**config.mk**
```make
export PLATFORM = sky130hd
export DESIGN_NAME = min_fetch_unit
export DESIGN_NICKNAME = d
export VERILOG_FILES = /design/src/rtl/min_pkg.sv /design/src/rtl/min_ins_fifo.sv /design/src/rtl/min_fetch_unit.sv
export SDC_FILE = /design/constraint.sdc
export NUM_CORES = 1
export LEC_CHECK = 0
export ABC_AREA = 1
export BUFFER_PORTS_ARGS = -buffer_cell sky130_fd_sc_hd__buf_2
export CAP_MARGIN = 25
export CORE_MARGIN = 10
export CORE_UTILIZATION = 58
export CTS_BUF_LIST = sky130_fd_sc_hd__clkbuf_4
export DETAILED_ROUTE_END_ITERATION = 10
export GPL_TIMING_DRIVEN = 0
export PLACE_DENSITY_LB_ADDON = 0.08
export SYNTH_ARGS = -nofsm -noshare
export SYNTH_HDL_FRONTEND = slang
export SYNTH_SLANG_ARGS = --single-unit
```
**constraint.sdc**
```tcl
create_clock -name clk -period 5.1 [get_ports clk]
set_input_delay 1.53 -clock clk [delete_from_list [all_inputs] [get_ports clk]]
set_output_delay 1.53 -clock clk [all_outputs]
set_load 0.1 [all_outputs]
```
**src/rtl/min_pkg.sv**
```systemverilog
// Shared definitions for the MIN instruction prefetch path.
package min_pkg;

    localparam int MIN_WORD_W = 16;
    localparam int MIN_ADDR_W = 16;

    localparam logic [MIN_ADDR_W-1:0] MIN_RESET_PC = 16'h0000;

    // Fetch sequencer states.
    typedef enum logic [1:0] {
        ST_IDLE,
        ST_FETCH,
        ST_STALL,
        ST_DISCARD
    } fetch_state_t;

    // One buffered instruction: the word and the address it came from.
    typedef struct packed {
        logic [MIN_ADDR_W-1:0] pc;
        logic [MIN_WORD_W-1:0] word;
    } ins_entry_t;

endpackage

```
**src/rtl/min_ins_fifo.sv**
```systemverilog
// Instruction queue: synchronous FIFO of {pc, word} with a registered head.
// Flush wins over push and pop. A push into a full queue is refused unless a
// pop frees a slot in the same cycle.
module min_ins_fifo
    import min_pkg::*;
#(
    parameter  int DEPTH = 4,
    localparam int PTR_W = $clog2(DEPTH),
    localparam int CNT_W = PTR_W + 1
) (
    input  logic             clk,
    input  logic             reset,
    input  logic             push,
    input  ins_entry_t       push_data,
    input  logic             pop,
    input  logic             flush,
    output logic [CNT_W-1:0] count,
    output logic             valid,
    output ins_entry_t       head
);

    ins_entry_t       mem [DEPTH];
    logic [PTR_W-1:0] wr_ptr;
    logic [PTR_W-1:0] rd_ptr;
    logic [PTR_W-1:0] rd_ptr_n;
    logic [CNT_W-1:0] count_q;
    logic [CNT_W-1:0] remain;
    logic [CNT_W-1:0] count_n;
    logic             valid_q;
    logic             pop_eff;
    logic             push_eff;
    ins_entry_t       head_q;
    ins_entry_t       head_n;

    // Next-state of pointers, count and the head word that will be presented.
    always_comb begin
        pop_eff  = pop && valid_q;
        push_eff = push && ((count_q != CNT_W'(DEPTH)) || pop_eff);
        rd_ptr_n = rd_ptr + PTR_W'(pop_eff);
        remain   = count_q - CNT_W'(pop_eff);
        count_n  = remain + CNT_W'(push_eff);
        // NOTE: every always_comb output gets a value before any branch, so no latch can be inferred.
        head_n   = mem[rd_ptr_n];
        if (count_n == '0) begin
            head_n = '0;
        end else if (remain == '0) begin
            head_n = push_data;
        end
    end

    // Entry storage write.
    // NOTE: the storage array is deliberately not reset; only pointers/count are, which is enough to make it empty.
    always_ff @(posedge clk) begin
        if (push_eff && !flush) begin
            mem[wr_ptr] <= push_data;
        end
    end

    // Pointer, count and registered head update; flush behaves like reset.
    always_ff @(posedge clk) begin
        // NOTE: sequential state is always assigned with <= so every flop samples pre-edge values.
        if (!reset || flush) begin
            wr_ptr  <= '0;
            rd_ptr  <= '0;
            count_q <= '0;
            valid_q <= 1'b0;
            head_q  <= '0;
        end else begin
            wr_ptr  <= wr_ptr + PTR_W'(push_eff);
            rd_ptr  <= rd_ptr_n;
            count_q <= count_n;
            valid_q <= (count_n != '0);
            head_q  <= head_n;
        end
    end

    assign count = count_q;
    assign valid = valid_q;
    assign head  = head_q;

endmodule

```
**src/rtl/min_fetch_unit.sv**
```systemverilog
// Instruction prefetch unit: requests sequential words from instruction
// memory, queues them for the execution unit and restarts on redirects.
module min_fetch_unit
    import min_pkg::*;
#(
    parameter int                    DEPTH    = 4,
    parameter logic [MIN_ADDR_W-1:0] RESET_PC = MIN_RESET_PC
) (
    input  logic                    clk,
    input  logic                    reset,
    output logic                    mem_req,
    output logic [MIN_ADDR_W-1:0]   mem_addr,
    input  logic                    mem_ack,
    input  logic [MIN_WORD_W-1:0]   mem_rdata,
    output logic                    ins_valid,
    output logic [MIN_WORD_W-1:0]   ins_data,
    output logic [MIN_ADDR_W-1:0]   ins_pc,
    input  logic                    ins_ready,
    input  logic                    redirect,
    input  logic [MIN_ADDR_W-1:0]   redirect_pc,
    output logic [$clog2(DEPTH):0]  occupancy
);

    localparam int CNT_W = $clog2(DEPTH) + 1;

    fetch_state_t          state;
    // Next sequential fetch address; while in DISCARD it holds the redirect target.
    logic [MIN_ADDR_W-1:0] fetch_pc;
    logic [MIN_ADDR_W-1:0] pc_inc;
    logic [CNT_W-1:0]      fifo_count;
    logic [CNT_W-1:0]      occ_after;
    logic                  fifo_valid;
    logic                  push;
    logic                  pop;
    ins_entry_t            push_entry;
    ins_entry_t            head;

    // A word is kept only when acked in FETCH and not killed by a redirect.
    assign push       = (state == ST_FETCH) && mem_ack && !redirect;
    assign pop        = fifo_valid && ins_ready;
    assign push_entry = '{pc: mem_addr, word: mem_rdata};
    assign pc_inc     = fetch_pc + MIN_ADDR_W'(1);

    // Queue occupancy as it will be after this edge; drives stall decisions.
    always_comb begin
        occ_after = fifo_count + CNT_W'(push) - CNT_W'(pop);
        if (redirect) begin
            occ_after = '0;
        end
    end

    // Fetch sequencer with registered request outputs.
    always_ff @(posedge clk) begin
        if (!reset) begin
            state    <= ST_IDLE;
            fetch_pc <= RESET_PC;
            mem_req  <= 1'b0;
            mem_addr <= RESET_PC;
        end else begin
            case (state)
                ST_IDLE: begin
                    state   <= ST_FETCH;
                    mem_req <= 1'b1;
                    if (redirect) begin
                        fetch_pc <= redirect_pc;
                        mem_addr <= redirect_pc;
                    end else begin
                        mem_addr <= fetch_pc;
                    end
                end
                ST_FETCH: begin
                    if (redirect) begin
                        fetch_pc <= redirect_pc;
                        if (mem_ack) begin
                            mem_addr <= redirect_pc;
                        end else begin
                            // Request is in flight; keep it stable and drop its data later.
                            state <= ST_DISCARD;
                        end
                    end else if (mem_ack) begin
                        fetch_pc <= pc_inc;
                        mem_addr <= pc_inc;
                        if (occ_after == CNT_W'(DEPTH)) begin
                            state   <= ST_STALL;
                            mem_req <= 1'b0;
                        end
                    end
                end
                ST_STALL: begin
                    if (redirect) begin
                        fetch_pc <= redirect_pc;
                        mem_addr <= redirect_pc;
                        state    <= ST_FETCH;
                        mem_req  <= 1'b1;
                    end else if (occ_after < CNT_W'(DEPTH)) begin
                        state   <= ST_FETCH;
                        mem_req <= 1'b1;
                    end
                end
                ST_DISCARD: begin
                    if (redirect) begin
                        fetch_pc <= redirect_pc;
                    end
                    if (mem_ack) begin
                        state    <= ST_FETCH;
                        mem_addr <= redirect ? redirect_pc : fetch_pc;
                    end
                end
                default: begin
                    state   <= ST_IDLE;
                    mem_req <= 1'b0;
                end
            endcase
        end
    end

    min_ins_fifo #(
        .DEPTH (DEPTH)
    ) u_fifo (
        .clk       (clk),
        .reset     (reset),
        .push      (push),
        .push_data (push_entry),
        .pop       (ins_ready),
        .flush     (redirect),
        .count     (fifo_count),
        .valid     (fifo_valid),
        .head      (head)
    );

    assign ins_valid = fifo_valid;
    assign ins_data  = head.word;
    assign ins_pc    = head.pc;
    assign occupancy = fifo_count;

endmodule

```
# Yosys cells after proc, flatten, opt, wreduce, memory -nomap -nowiden
# Memory sizes are Yosys's and may differ from the RTL's.
# Index checks and enable logic that the tools add are counted.
dict set report word_totals {
  reg_bits 75
  mem_count 1
  wordCells 79
  mem_bits_rw 128
}
# name depth word_bits read_ports rd_ports_with_merged_regs wr line_no
set mem_list {}
lappend mem_list {u_fifo.mem 4 32 1 0 1 min_ins_fifo.sv:22} ;# ins_entry_t mem [DEPTH];
dict set report classes {
  add_sub_neg 7
  order_cmp 1
  n_mux 27
  n_reduce_logical 19
  eq_ne 14
}
# cell n
set op_table {}
lappend op_table {{2-to-1 mux 16 bit} 7}
lappend op_table {{case mux 16 bit (4 select lines)} 1}
lappend op_table {{2-to-1 mux 32 bit} 1}
lappend op_table {{case mux 16 bit (2 select lines)} 1}
lappend op_table {{adder 16 x 1 -> 16 bit (second input constant)} 1}
lappend op_table {{2-to-1 mux 2 bit} 7}
lappend op_table {{inequality test 3 bit (second input constant)} 4}
lappend op_table {{AND reduction 5 bit} 2}
lappend op_table {{inequality test 2 bit (second input constant)} 4}
lappend op_table {{case mux 2 bit (4 select lines)} 1}
lappend op_table {{2-to-1 mux 1 bit} 7}
lappend op_table {{adder 3 x 1 -> 3 bit} 2}
lappend op_table {{zero test 3 bit} 2}
lappend op_table {{nonzero test 3 bit} 2}
lappend op_table {{subtractor 3 x 1 -> 3 bit} 2}
lappend op_table {{logical AND 1 bit} 5}
lappend op_table {{adder 2 x 1 -> 2 bit} 2}
lappend op_table {{equality test 2 bit (second input constant)} 2}
lappend op_table {{equality test 3 bit (second input constant)} 1}
lappend op_table {{less-than comparator 3 bit (second input constant)} 1}
lappend op_table {{2-to-1 mux 3 bit} 1}
lappend op_table {{inequality test 3 x 2 -> 1 bit (second input constant)} 1}
lappend op_table {{case mux 1 bit (3 select lines)} 1}
lappend op_table {{AND reduction 3 bit} 1}
lappend op_table {{other kinds (7)} 9}

# Longest topological paths before layout
dict set report logic_depth {
  depth_word 11
  depth_mapped 15
  ltp_nobuf 15
}

# By module
# A second synthesis with hierarchy kept.
dict set report unflattened {
  cells_unflattened 1088
  area_unflattened_um2 9434.0
}
# mod seq_area_each_um2 cells_each instances area_each_um2
set modules_own_cells {}
lappend modules_own_cells {min_ins_fifo 4644.5 644 1 6701.4}
lappend modules_own_cells {min_fetch_unit 700.7 444 1 2732.6}

# Worst setup path after synthesis
# Ideal clock, no wire load.
dict set report synth_timing {
  kind {in2reg}
  startpoint {input redirect}
  endpoint {memory u_fifo.mem[0][0] (netlist name), enable pin}
  setup_slack_ps 290
  cell_stages 6
  path_buffers 1
  arrival_time_ps 4348
  t_required_ps 4639
  cell_sequence {buf_6 -> inv_8 -> nand2_1 -> nor2_1 -> o21ai_0 -> nor3_1}
}
dict set report synth_between {
  elab_chain_len 6
}
# element line_no
set synth_lines {}
lappend synth_lines {{from (decl)} min_fetch_unit.sv:19} ;# input logic redirect,
lappend synth_lines {{zero test 1 bit *} {min_ins_fifo.sv:54, min_fetch_unit.sv:39}}
lappend synth_lines {{logical AND 1 bit} min_fetch_unit.sv:39} ;# assign push = (state == ST_FETCH) && mem_ack && !redirect;
lappend synth_lines {{logical AND 1 bit} min_ins_fifo.sv:38} ;# push_eff = push && ((count_q != CNT_W'(DEPTH)) || pop_eff);
lappend synth_lines {{logical AND 1 bit *} min_ins_fifo.sv:54} ;# if (push_eff && !flush) begin
lappend synth_lines {{2-to-1 mux 1 bit *} min_ins_fifo.sv:54}
lappend synth_lines {{2-to-1 mux 1 bit (implied by the code) *} min_ins_fifo.sv:55} ;# mem[wr_ptr] <= push_data;
lappend synth_lines {{to (decl)} min_ins_fifo.sv:22}
# Every way passes the cells marked *; elsewhere a longest branch is shown, timed or not.

# Worst setup path after layout
dict set report layout_timing {
  startpoint {input ins_ready}
  endpoint {register u_fifo.head_q, in the netlist u_fifo.head[30]}
}
dict set report layout_between {
  elab_chain_len 6
  elab_cells_between_ends 11
  cone_classes {3 x add/sub; 1 x mux; 6 x reduce/logical; 1 x memory}
}
# element line_no
set layout_lines {}
lappend layout_lines {{from (decl)} min_fetch_unit.sv:18} ;# input logic ins_ready,
lappend layout_lines {{logical AND 1 bit *} min_ins_fifo.sv:37} ;# pop_eff = pop && valid_q;
lappend layout_lines {{parallel branches: the longest is 5 deep, another holds subtractor 3 x 1 -> 3 bit} -}
lappend layout_lines {{to (signal assigned)} min_ins_fifo.sv:73} ;# head_q <= head_n;
lappend layout_lines {{to (decl)} min_ins_fifo.sv:32} ;# ins_entry_t head_q;
# Mark *: on every way between the ends.
# A chain may end at the register's enable or synchronous reset.

==> impl_metrics.sql <==
INSERT INTO impl_metrics (metric_group, metric, value, unit) VALUES
('floorplan', 'core-area', '0.0158', 'mm²'),
('synthesis', 'yosys.cell_types.count', '40', ''),
('critical_path', 'worst_path_cell_trace', 'buf_2 -> nand2_1 -> inv_2 -> or2_1 -> o21ai_0 -> inv_1 -> ha_1 -> ha_1 -> xor2_1 -> nand3_1 -> nand2_2 -> buf_2 -> a21oi_1', ''),
('synthesis', 'top_cells_by_area_synth', 'sky130_fd_sc_hd__edfxtp_1 41%, sky130_fd_sc_hd__nand2_1 20%, sky130_fd_sc_hd__dfxtp_1 16%, sky130_fd_sc_hd__a21oi_1 4.5%, sky130_fd_sc_hd__nand3_1 2.1%', ''),
('sta', 'final-hold-violation-count', '0', ''),
('synthesis', 'synth-edff-count', '128', ''),
('synthesis', 'synth_warnings', '0', ''),
('synthesis', 'synth.cell_area', '0.00932', 'mm²'),
('sta', 'fin_hold_ws', '0.460', 'ns'),
('critical_path', 'critPathLaunch', 'ins_ready', ''),
('critical_path', 'critical_path_required', '5.61', 'ns'),
('sta', 'setup_viol', '0', ''),
('hold_path', 'hp-class', 'reg -> reg', ''),
('layout', 'layout.nets', '1279', ''),
('critical_path', 'worst_setup_path_start_kind', 'input pin', ''),
('floorplan', 'fp.dieW', '147', 'µm'),
('layout', 'finalCoreUtilization', '0.691', ''),
('global_route', 'total_congestion_overflow', '0', ''),
('synthesis', 'synth.net_count', '1125', ''),
('synthesis', 'avgSynthCellArea', '8.68', 'µm²'),
('global_route', 'grt_util_overall', '0.215', ''),
('critical_path', 'critPathSlowestCell', 'sky130_fd_sc_hd__o21ai_0', ''),
('drt', 'drt-total-wl', '23.6', 'mm'),
('synthesis', 'synth-main-ff-cell', 'sky130_fd_sc_hd__edfxtp_1', ''),
('floorplan', 'floorplan.die.height', '147', 'µm'),
('drt', 'drt_pre_antenna_iters', '5', ''),
('sta', 'crit_path_setup_slack_layout', '1.42', 'ns'),
('placement', 'pre_cts_ws', '0.772', 'ns'),
('layout', 'layout.cells.most_common', 'sky130_fd_sc_hd__nand2_1', ''),
('hold_path', 'number_of_cells_on_the_worst_hold_path', '2', ''),
('power', 'total_power', '0.00441', 'W'),
('global_route', 'maximum_number_of_pins_on_one_net_before_global_route_repair', '16', ''),
('clock_tree', 'numCtsBuffers', '52', ''),
('critical_path', 'worst-endpoint-arrival', '4.19', 'ns'),
('floorplan', 'rows', '46', ''),
('synthesis', 'post-synth-top-area-cell', 'sky130_fd_sc_hd__edfxtp_1', ''),
('synthesis', 'syn-instance-count', '1074', ''),
('clock_tree', 'cts-root-to-sink-buffers', '3', ''),
('critical_path', 'critPathMaxStageDelay', '0.64', 'ns'),
('power', 'worst_ir_drop_vdd', '0.000169', 'V'),
('synthesis', 'async_reset_ff_frac', '0', ''),
('critical_path', 'worst-setup-path-type', 'in -> reg', ''),
('sta', 'timing_max_transition_violations_final', '0', ''),
('layout', 'post_route_cells_drive_above_1_share', '0.205', ''),
('drt', 'detailroute.via_count', '7713', ''),
('sta', 'max_freq', '0.272', 'GHz'),
('placement', 'dp.final_hpwl', '16.4', 'mm'),
('flow_run', 'maxCapViolCount', '0', ''),
('sta', 'final_min_period_over_clock_period', '0.721', ''),
('global_route', 'first_global_vias', '7541', ''),
('drt', 'initialDrtViolationCount', '545', ''),
('critical_path', 'regToRegStartpoint', 'state[0]$_SDFFE_PN0P_', ''),
('power', 'leakage', '5.04', 'nW'),
('layout', 'areaGrowthSynthToFinish', '17.3', '%'),
('placement', 'io_buffers', '88', ''),
('clock_tree', 'cts.sink_count', '203', ''),
('sta', 'timing.max_slew.rel_slack', '0.459', ''),
('sta', 'grt_setup_unrepaired', 'false', ''),
('run_status', 'status', 'completed', ''),
('hold_path', 'whs_endpoint', 'mem_req$_SDFFE_PN0P_', ''),
('clock_tree', 'ctsResizeCount', '0', ''),
('synthesis', 'number_of_flip_flops_and_latches_in_the_synthesized_netlist', '203', ''),
('sta', 'post-route-min-period', '3.68', 'ns'),
('layout', 'most-common-layout-cells', '497 x sky130_fd_sc_hd__nand2_1, 128 x sky130_fd_sc_hd__edfxtp_1, 117 x sky130_fd_sc_hd__buf_2, 83 x sky130_fd_sc_hd__a21oi_1, 83 x sky130_fd_sc_hd__clkbuf_4', ''),
('clock_tree', 'clock_latency', '0.67', 'ns'),
('critical_path', 'worst_r2r_endpoint', 'u_fifo.head[30]$_SDFF_PP0_', ''),
('critical_path', 'regToRegSetupSlack', '2.05', 'ns'),
('power', 'power_density', '403', 'mW/mm²'),
('clock_tree', 'cts_setup_buffers', '0', ''),
('clock_tree', 'cts.clk_slew.worst_paths', '0.06', 'ns'),
('synthesis', 'synth_top_area_share', '0.413', '');
## per-layer routing
layer  vias up  part of all wire  global-route usage
li1       3835                 -                   -
met1      3501              0.41               0.257
met4         0             0.030              0.0991
met2       313              0.48               0.362
met5         -                 0                   0
met3        64             0.076              0.0488
## cells by family after synthesis
group / Yosys count / share of synthesized area
AO/OA/AOI/OAI: 137 / 0.0784
adder cells (fa/ha/maj): 14 / 0.0196
AND/OR/NAND/NOR: 608 / 0.261
XOR/XNOR: 4 / 0.00537
buffers and inverters: 108 / 0.0623
flip-flops: 203 / 0.574
## per-stage QoR
stage	setup TNS (ns)	instances	instance area, µm²
after CTS	0	1488	10900
final	0	1489	10900
after detailed placement	0	1390	10200
after floorplan	0	1074	9320
after global routing	0	1489	10900
after global placement	-188.42	1378	10000
## area by class of cell
type                    instances  area [µm²]
multi-input cells             763        3410
plain buffers                  51         358
diodes                          1        2.50
fillers                      1336        4890
repair buffers                100         579
flip-flops and latches        203        5350
clock buffers                  83         623
clock inverters                15         120
inverters                      57         223
well taps                     216         270
## worst max-delay path, delay by kind of cell
family                   cells  cell delay, ns
AO/OA/AOI/OAI                2            0.74
XOR/XNOR                     1            0.21
adder cells (fa/ha/maj)      2            0.42
buffers and inverters        4            0.62
AND/OR/NAND/NOR              4            0.67
## worst max path at each step
stage,cells after the start,endpoint
3_3_place_gp,6,u_fifo.mem[2][0]$_DFFE_PP_
5_1_grt,13,u_fifo.head[30]$_SDFF_PP0_
2_1_floorplan,6,u_fifo.mem[0][0]$_DFFE_PP_
4_1_cts,13,u_fifo.head[30]$_SDFF_PP0_
3_5_place_dp,13,u_fifo.head[30]$_SDFF_PP0_
6_report,13,u_fifo.head[30]$_SDFF_PP0_
## cell usage after synthesis (5+ instances only)
cell and n:
sky130_fd_sc_hd__ha_1 13, sky130_fd_sc_hd__edfxtp_1 128, sky130_fd_sc_hd__o21bai_1 10, sky130_fd_sc_hd__buf_2 29, sky130_fd_sc_hd__buf_6 7, sky130_fd_sc_hd__a21oi_1 83
sky130_fd_sc_hd__dfxtp_1 75, sky130_fd_sc_hd__nor2_1 44, sky130_fd_sc_hd__nand4_1 6, sky130_fd_sc_hd__inv_1 50, sky130_fd_sc_hd__clkbuf_8 5, sky130_fd_sc_hd__o21ai_0 32
sky130_fd_sc_hd__nand2_1 497, sky130_fd_sc_hd__inv_2 5, sky130_fd_sc_hd__clkbuf_1 7, sky130_fd_sc_hd__nand3_1 39, sky130_fd_sc_hd__nand2_2 5
## power breakdown
part,internal (W),switching [W]
clock,0.000844,0.000656
sequential,0.00186,0.000101
combinational,0.000240,0.000710
## registers in the layout, indices dropped and copies added (netlist names)
name,flops
fetch_pc,16
mem_addr,16
mem_req,1
state,2
u_fifo.count,3
u_fifo.head,32
u_fifo.mem,128
u_fifo.rd_ptr,2
u_fifo.valid,1
u_fifo.wr_ptr,2
Note: power is estimated with default switching activity, not from simulation.
